<file path="config.mk">
export PLATFORM = sky130hd
export DESIGN_NAME = exp_block_normalizer
export DESIGN_NICKNAME = d
export VERILOG_FILES = /design/src/rtl/exp_norm_pkg.sv /design/src/rtl/exp_max_tree.sv /design/src/rtl/exp_block_normalizer.sv
export SDC_FILE = /design/constraint.sdc
export NUM_CORES = 1
export LEC_CHECK = 0
export BUFFER_PORTS_ARGS = -buffer_cell sky130_fd_sc_hd__buf_4
export CORE_ASPECT_RATIO = 1.2
export CORE_MARGIN = 5
export CORE_UTILIZATION = 60
export CTS_CLUSTER_DIAMETER = 60
export DETAILED_ROUTE_END_ITERATION = 12
export PLACE_DENSITY = 0.79
export SETUP_SLACK_MARGIN = 0.05
export SLEW_MARGIN = 10
export SYNTH_ARGS = -nofsm -noshare
export SYNTH_HDL_FRONTEND = slang
export SYNTH_SLANG_ARGS = --single-unit
</file>
<file path="constraint.sdc">
create_clock -name clk -period 6.4 [get_ports clk]
set_input_delay 1.92 -clock clk [delete_from_list [all_inputs] [get_ports clk]]
set_output_delay 1.92 -clock clk [all_outputs]
set_load 0.02 [all_outputs]
</file>
<file path="src/rtl/exp_norm_pkg.sv">
// exp_norm_pkg: shared state encoding and width/lane helpers for the exponent normalizer
package exp_norm_pkg;
  typedef enum logic {COLLECT = 1'b0, DRAIN = 1'b1} state_e;
  function automatic int clog2(input int v);
    int r;
    r = 0;
    while ((1 << r) < v) r++;
    return r;
  endfunction
  function automatic int lane_lo(input int lane, input int w);
    return lane * w;
  endfunction
endpackage

</file>
<file path="src/rtl/exp_max_tree.sv">
// exp_max_tree: combinational unsigned max-reduction tree over LANES packed exponents
module exp_max_tree
  import exp_norm_pkg::*;
#(
  parameter int EXP_WIDTH = 3,
  parameter int LANES = 4
) (
  input  logic [EXP_WIDTH*LANES-1:0] exp_i,
  output logic [EXP_WIDTH-1:0]       max_o
);
  localparam int P = 1 << clog2(LANES);
  // Heap-ordered tree: leaves at [P..2P-1], padding leaves are 0 which never wins an unsigned max.
  logic [EXP_WIDTH-1:0] node [2*P];
  always_comb begin
    node = '{default: '0};
    for (int i = 0; i < LANES; i++) node[P+i] = exp_i[lane_lo(i, EXP_WIDTH) +: EXP_WIDTH];
    for (int k = P - 1; k >= 1; k--) node[k] = (node[2*k] > node[2*k+1]) ? node[2*k] : node[2*k+1];
  end
  assign max_o = node[1];
endmodule

</file>
<file path="src/rtl/exp_block_normalizer.sv">
// exp_block_normalizer: buffers a group of exponent beats, then replays them with
// clamped right-shift offsets relative to the shared group maximum.
module exp_block_normalizer
  import exp_norm_pkg::*;
#(
  parameter int EXP_WIDTH = 3,
  parameter int LANES = 4,
  parameter int DEPTH = 4,
  parameter int MAX_SHIFT = 2**EXP_WIDTH - 1
) (
  input  logic                       clk,
  input  logic                       rst_n,
  input  logic                       in_valid,
  output logic                       in_ready,
  input  logic [EXP_WIDTH*LANES-1:0] in_exp,
  input  logic                       in_last,
  output logic                       out_valid,
  input  logic                       out_ready,
  output logic [EXP_WIDTH*LANES-1:0] out_exp_offset,
  output logic [LANES-1:0]           out_flush,
  output logic [EXP_WIDTH-1:0]       out_max_exp,
  output logic                       out_last
);
  localparam int EW = EXP_WIDTH;
  localparam int CW = clog2(DEPTH + 1);
  localparam int RW = (DEPTH > 1) ? clog2(DEPTH) : 1;
  state_e state_q, state_d;
  logic [CW-1:0] count_q, count_d;
  logic [EW-1:0] run_max_q, run_max_d, grp_max_q, grp_max_d, beat_max, new_max;
  logic [RW-1:0] rd_q, rd_d, last_q, last_d;
  logic [EW*LANES-1:0] buf_q [2**RW];
  logic [EW*LANES-1:0] cur;
  logic drain, acc, close;
  exp_max_tree #(.EXP_WIDTH(EW), .LANES(LANES)) u_max (.exp_i(in_exp), .max_o(beat_max));
  assign drain = state_q == DRAIN;
  assign in_ready = !drain;
  assign out_valid = drain;
  assign acc = in_valid && !drain;
  assign new_max = (count_q == '0 || beat_max > run_max_q) ? beat_max : run_max_q;
  assign close = acc && (in_last || count_q == CW'(DEPTH - 1));
  assign cur = buf_q[rd_q];
  assign out_last = drain && rd_q == last_q;
  assign out_max_exp = drain ? grp_max_q : '0;
  always_comb begin
    state_d = state_q;
    count_d = acc ? count_q + 1'b1 : count_q;
    run_max_d = acc ? new_max : run_max_q;
    grp_max_d = close ? new_max : grp_max_q;
    last_d = close ? count_q[RW-1:0] : last_q;
    rd_d = close ? '0 : rd_q;
    if (close) state_d = DRAIN;
    if (drain && out_ready) begin
      rd_d = rd_q + 1'b1;
      if (out_last) begin
        state_d = COLLECT;
        count_d = '0;
        run_max_d = '0;
      end
    end
  end
  always_ff @(posedge clk or negedge rst_n) begin
    if (!rst_n) begin
      state_q <= COLLECT;
      count_q <= '0;
      run_max_q <= '0;
      grp_max_q <= '0;
      rd_q <= '0;
      last_q <= '0;
    end else begin
      state_q <= state_d;
      count_q <= count_d;
      run_max_q <= run_max_d;
      grp_max_q <= grp_max_d;
      rd_q <= rd_d;
      last_q <= last_d;
    end
  end
  // Buffer contents are don't-care after reset; only slots below the group length are ever read.
  always_ff @(posedge clk) if (acc) buf_q[count_q[RW-1:0]] <= in_exp;
  for (genvar i = 0; i < LANES; i++) begin : g_lane
    logic [EW-1:0] diff;
    logic clamp;
    assign diff = grp_max_q - cur[lane_lo(i, EW) +: EW];
    assign clamp = diff > EW'(MAX_SHIFT);
    assign out_exp_offset[lane_lo(i, EW) +: EW] = drain ? (clamp ? EW'(MAX_SHIFT) : diff) : '0;
    assign out_flush[i] = drain && clamp;
  end
endmodule

</file>
==> flow_metrics.tcl <==
set metrics [dict create \
    status "finished clean" \
    worstReg2RegStart "out_valid$_DFF_PN0_" \
    multi_input_area_um2 1380 \
    max_freq_ghz 0.1873 \
    drv_cap 0 \
    cts_resized 0 \
    insertion_delay_ns 0.34 \
    tightest_slew_ns 0.9419 \
    gr-total-overflow 0 \
    postSynthCellCount 259 \
    htreeDepth 3 \
    syn_area_um2 3323 \
    antenna_found_initial 0 \
    grt_pass1_vias 2100 \
    portBuffers 34 \
    netSwitchingPower_w 0.0006897 \
    drt_iter0_drc 160 \
    yosysWarnings 0 \
    cts_tree "done" \
    seq_area_um2 1792 \
    crit_family "compound AO/OA/AOI/OAI gates" \
    avgSynthCellArea_um2 12.83 \
    ant_nets 0 \
    switching_share_pct 38.98 \
    clock-root-buffer "clkbuf_8" \
    wl_um 6415 \
    dpl.hpwl_um 4650 \
    hold_class "reg2reg" \
    dr.pass1.iters 4 \
    hold_viol_final 0 \
    fin_util_pct 71.08 \
    critPathBufInv 4 \
    fin_skew_ns 0.007247 \
    r2r_end "buf_q[0][8]$_DFFE_PP_" \
    tns_ns 0 \
    worstPathMaxFanout 6 \
    worstSetupEndpoint "grp_max_q[1]$_DFFE_PN0P_" \
    post_cts_buffers 0 \
    fin_crit_ns 5.340 \
    power.density_nw_per_um2 466.7 \
    rsz0062_at_grt "false" \
    final_nets 337 \
    arrival_ns 5.53 \
    drive_gt1_share_pct 21.67 \
    worst_ir_drop_vdd_v 0.0002062 \
    critical-path-max-stage-delay_ns 0.40 \
    path_clk_slew_ns 0.07 \
    grt_first_pass_wirelength_um 10270 \
    seqPwrFrac_pct 34.6 \
    whs_path_depth 2 \
    setup_viol 0 \
    yosysTopAreaCell "edfxtp_1" \
    syn2layout_area_growth_pct 14.08 \
    pwr-share-comb_pct 47.0 \
    cpMaxStageDelayCell "o21ai_0" \
    synth_ff_type "edfxtp_1" \
    start_util_pct 62.30 \
    crit_chain "buf_4 -> ha_1 -> a21oi_1 -> nand2_1 -> mux2i_1 -> inv_1 -> ha_1 -> a21oi_1 -> a32o_1 -> inv_1 -> a22oi_1 -> inv_1 -> ha_1 -> nor2b_1 -> o21ai_0 -> a32oi_1 -> o21ai_0 -> o221ai_1" \
    drc 0 \
    synth.area.top_cells "edfxtp_1 (43%), dfrtp_1 (11%), mux4_2 (8.1%)" \
    yosys.area.top_type_share_pct 43.37 \
    die_width_um 77.94 \
    diodes 0 \
    avgRoutedWirePerCell_um 17.72 \
    grt_usage_pct 19.09 \
    ff2ff_path_depth 2 \
    cts_sinks 62 \
    die_y_um 91.53 \
    rows 29 \
    synth_seq_cells 62 \
    cp.required_ns 6.59 \
    ctsHoldBuffers 0 \
    vias 2109 \
    viasPerCell 5.826 \
    fin_crit_sh_pct 83.43 \
    numCtsBuffers 9 \
    critPathCaptureType "flop" \
    internal_power_w 0.001080 \
    path_class "in2reg" \
    core_area_um2 5334 \
    clock_path_buffers 2 \
    synth.distinct_cells 41 \
    die_area_um2 7133 \
    gp_congestion 0.9208 \
    relSlewSlack_pct 37.20 \
    slew_viol_final 0 \
    crit_start "in_exp[2]" \
    n_fill_cell 369 \
    clkPwrFrac_pct 18.4 \
    rrSetupSlack_ns 4.25 \
    grt_max_degree 17 \
    crit_cells 18 \
    ios 39 \
    crit_path_start_kind "input port" \
    yosysSeqAreaShare_pct 53.92 \
    async_flop_share_pct 22.58 \
    power_leakage_nw 1.573 \
    synth_edf_count 48 \
]
## placed cells by master (no fill, tap or decap), types with 4 or more instances in the layout
cell type,count
edfxtp_1,48
buf_4,34
inv_1,26
ha_1,21
nand2_1,18
nor2_1,14
dfrtp_1,14
mux4_2,12
and2_1,11
xnor2_1,10
o21ai_0,9
clkbuf_8,9
nand3_1,7
mux2i_1,6
a21oi_1,5
nor2b_1,5
fa_1,4
conb_1,4
## tightest hold or removal path, cell delays in order (launching register included)
cell and delay [ns]:
dfrtp_1 0.36, nand2_1 0.05, o21ai_0 0.06
## worst min-delay path by stage
stage | slack [ns] | to | start
2_1_floorplan | 0.46 | grp_max_q[0]$_DFFE_PN0P_ | grp_max_q[0]$_DFFE_PN0P_
3_3_place_gp | 0.48 | last_q[1]$_DFFE_PN0P_ | last_q[1]$_DFFE_PN0P_
3_5_place_dp | 0.49 | grp_max_q[0]$_DFFE_PN0P_ | grp_max_q[0]$_DFFE_PN0P_
4_1_cts | 0.51 | last_q[0]$_DFFE_PN0P_ | last_q[0]$_DFFE_PN0P_
5_1_grt | 0.54 | last_q[1]$_DFFE_PN0P_ | last_q[1]$_DFFE_PN0P_
6_report | 0.51 | last_q[1]$_DFFE_PN0P_ | last_q[1]$_DFFE_PN0P_
## cell families (layout without fill, tap and decap cells)
logic type                 count (synthesis)  in the layout  share of synthesized area, %
other                                      1              4                        0.1128
buffers and inverters                     38             76                         4.894
muxes                                     19             19                         10.39
adders and majority gates                 25             25                         10.32
DFF                                       62             62                         53.92
and+or+nand+nor                           66             66                         9.827
xor gates and xnor gates                  12             12                         3.163
AOI/OAI and AO/OA                         36             36                         7.379
## cell usage after synthesis, types with 4 or more instances
master and n:
edfxtp_1 48, inv_1 26, ha_1 21, nand2_1 18
dfrtp_1 14, nor2_1 14, mux4_2 12, and2_1 11
xnor2_1 10, o21ai_0 9, nand3_1 7, mux2i_1 6
a21oi_1 5, nor2b_1 5, buf_2 4, buf_4 4
clkbuf_1 4, fa_1 4
## power groups by stage
| stage | combinational (W) | sequential (W) | clock, W |
|---|---|---|---|
| 2_1_floorplan | 0.000624 | 0.000564 | 0 |
| 3_3_place_gp | 0.000809 | 0.000618 | 0 |
| 3_5_place_dp | 0.000834 | 0.000623 | 0 |
| 4_1_cts | 0.000840 | 0.000614 | 0.000330 |
| 5_1_grt | 0.000917 | 0.000626 | 0.000350 |
| 6_report | 0.000832 | 0.000612 | 0.000326 |
## per-layer routing
metal,part of all wire [%],track usage (%)
met1,43,24.10
met2,50,30.99
met3,5.1,5.050
met4,1.9,8.169
met5,0,0
## stage by stage
step                      setup slack (ns)  area [um2]  cells  hold WS [ns]  power [W]
after CTS                            1.112        3791    362        0.5092   0.001785
after detailed placement            0.7989        3602    346        0.4908   0.001457
after global placement              0.9406        3602    346        0.4840   0.001426
after floorplan                      1.402        3334    262        0.4559   0.001188
after global routing                0.6707        3791    362        0.5381   0.001893
final                                1.060        3791    362        0.5070   0.001769
## flip-flops by register name, indices dropped and copies added, names as in the netlist
register,cells
buf_q,48
count_q,3
grp_max_q,3
run_max_q,3
last_q,2
rd_q,2
out_valid,1
## cell type report
cell class	count	area share (%)
Sequential cell	62	47.26
Multi-Input combinational cell	162	36.40
Timing Repair Buffer	34	6.733
Clock buffer	9	3.267
Inverter	26	2.574
Tap cell	62	2.046
Clock inverter	7	1.716
No activity file was read; power rests on OpenSTA's default activity.
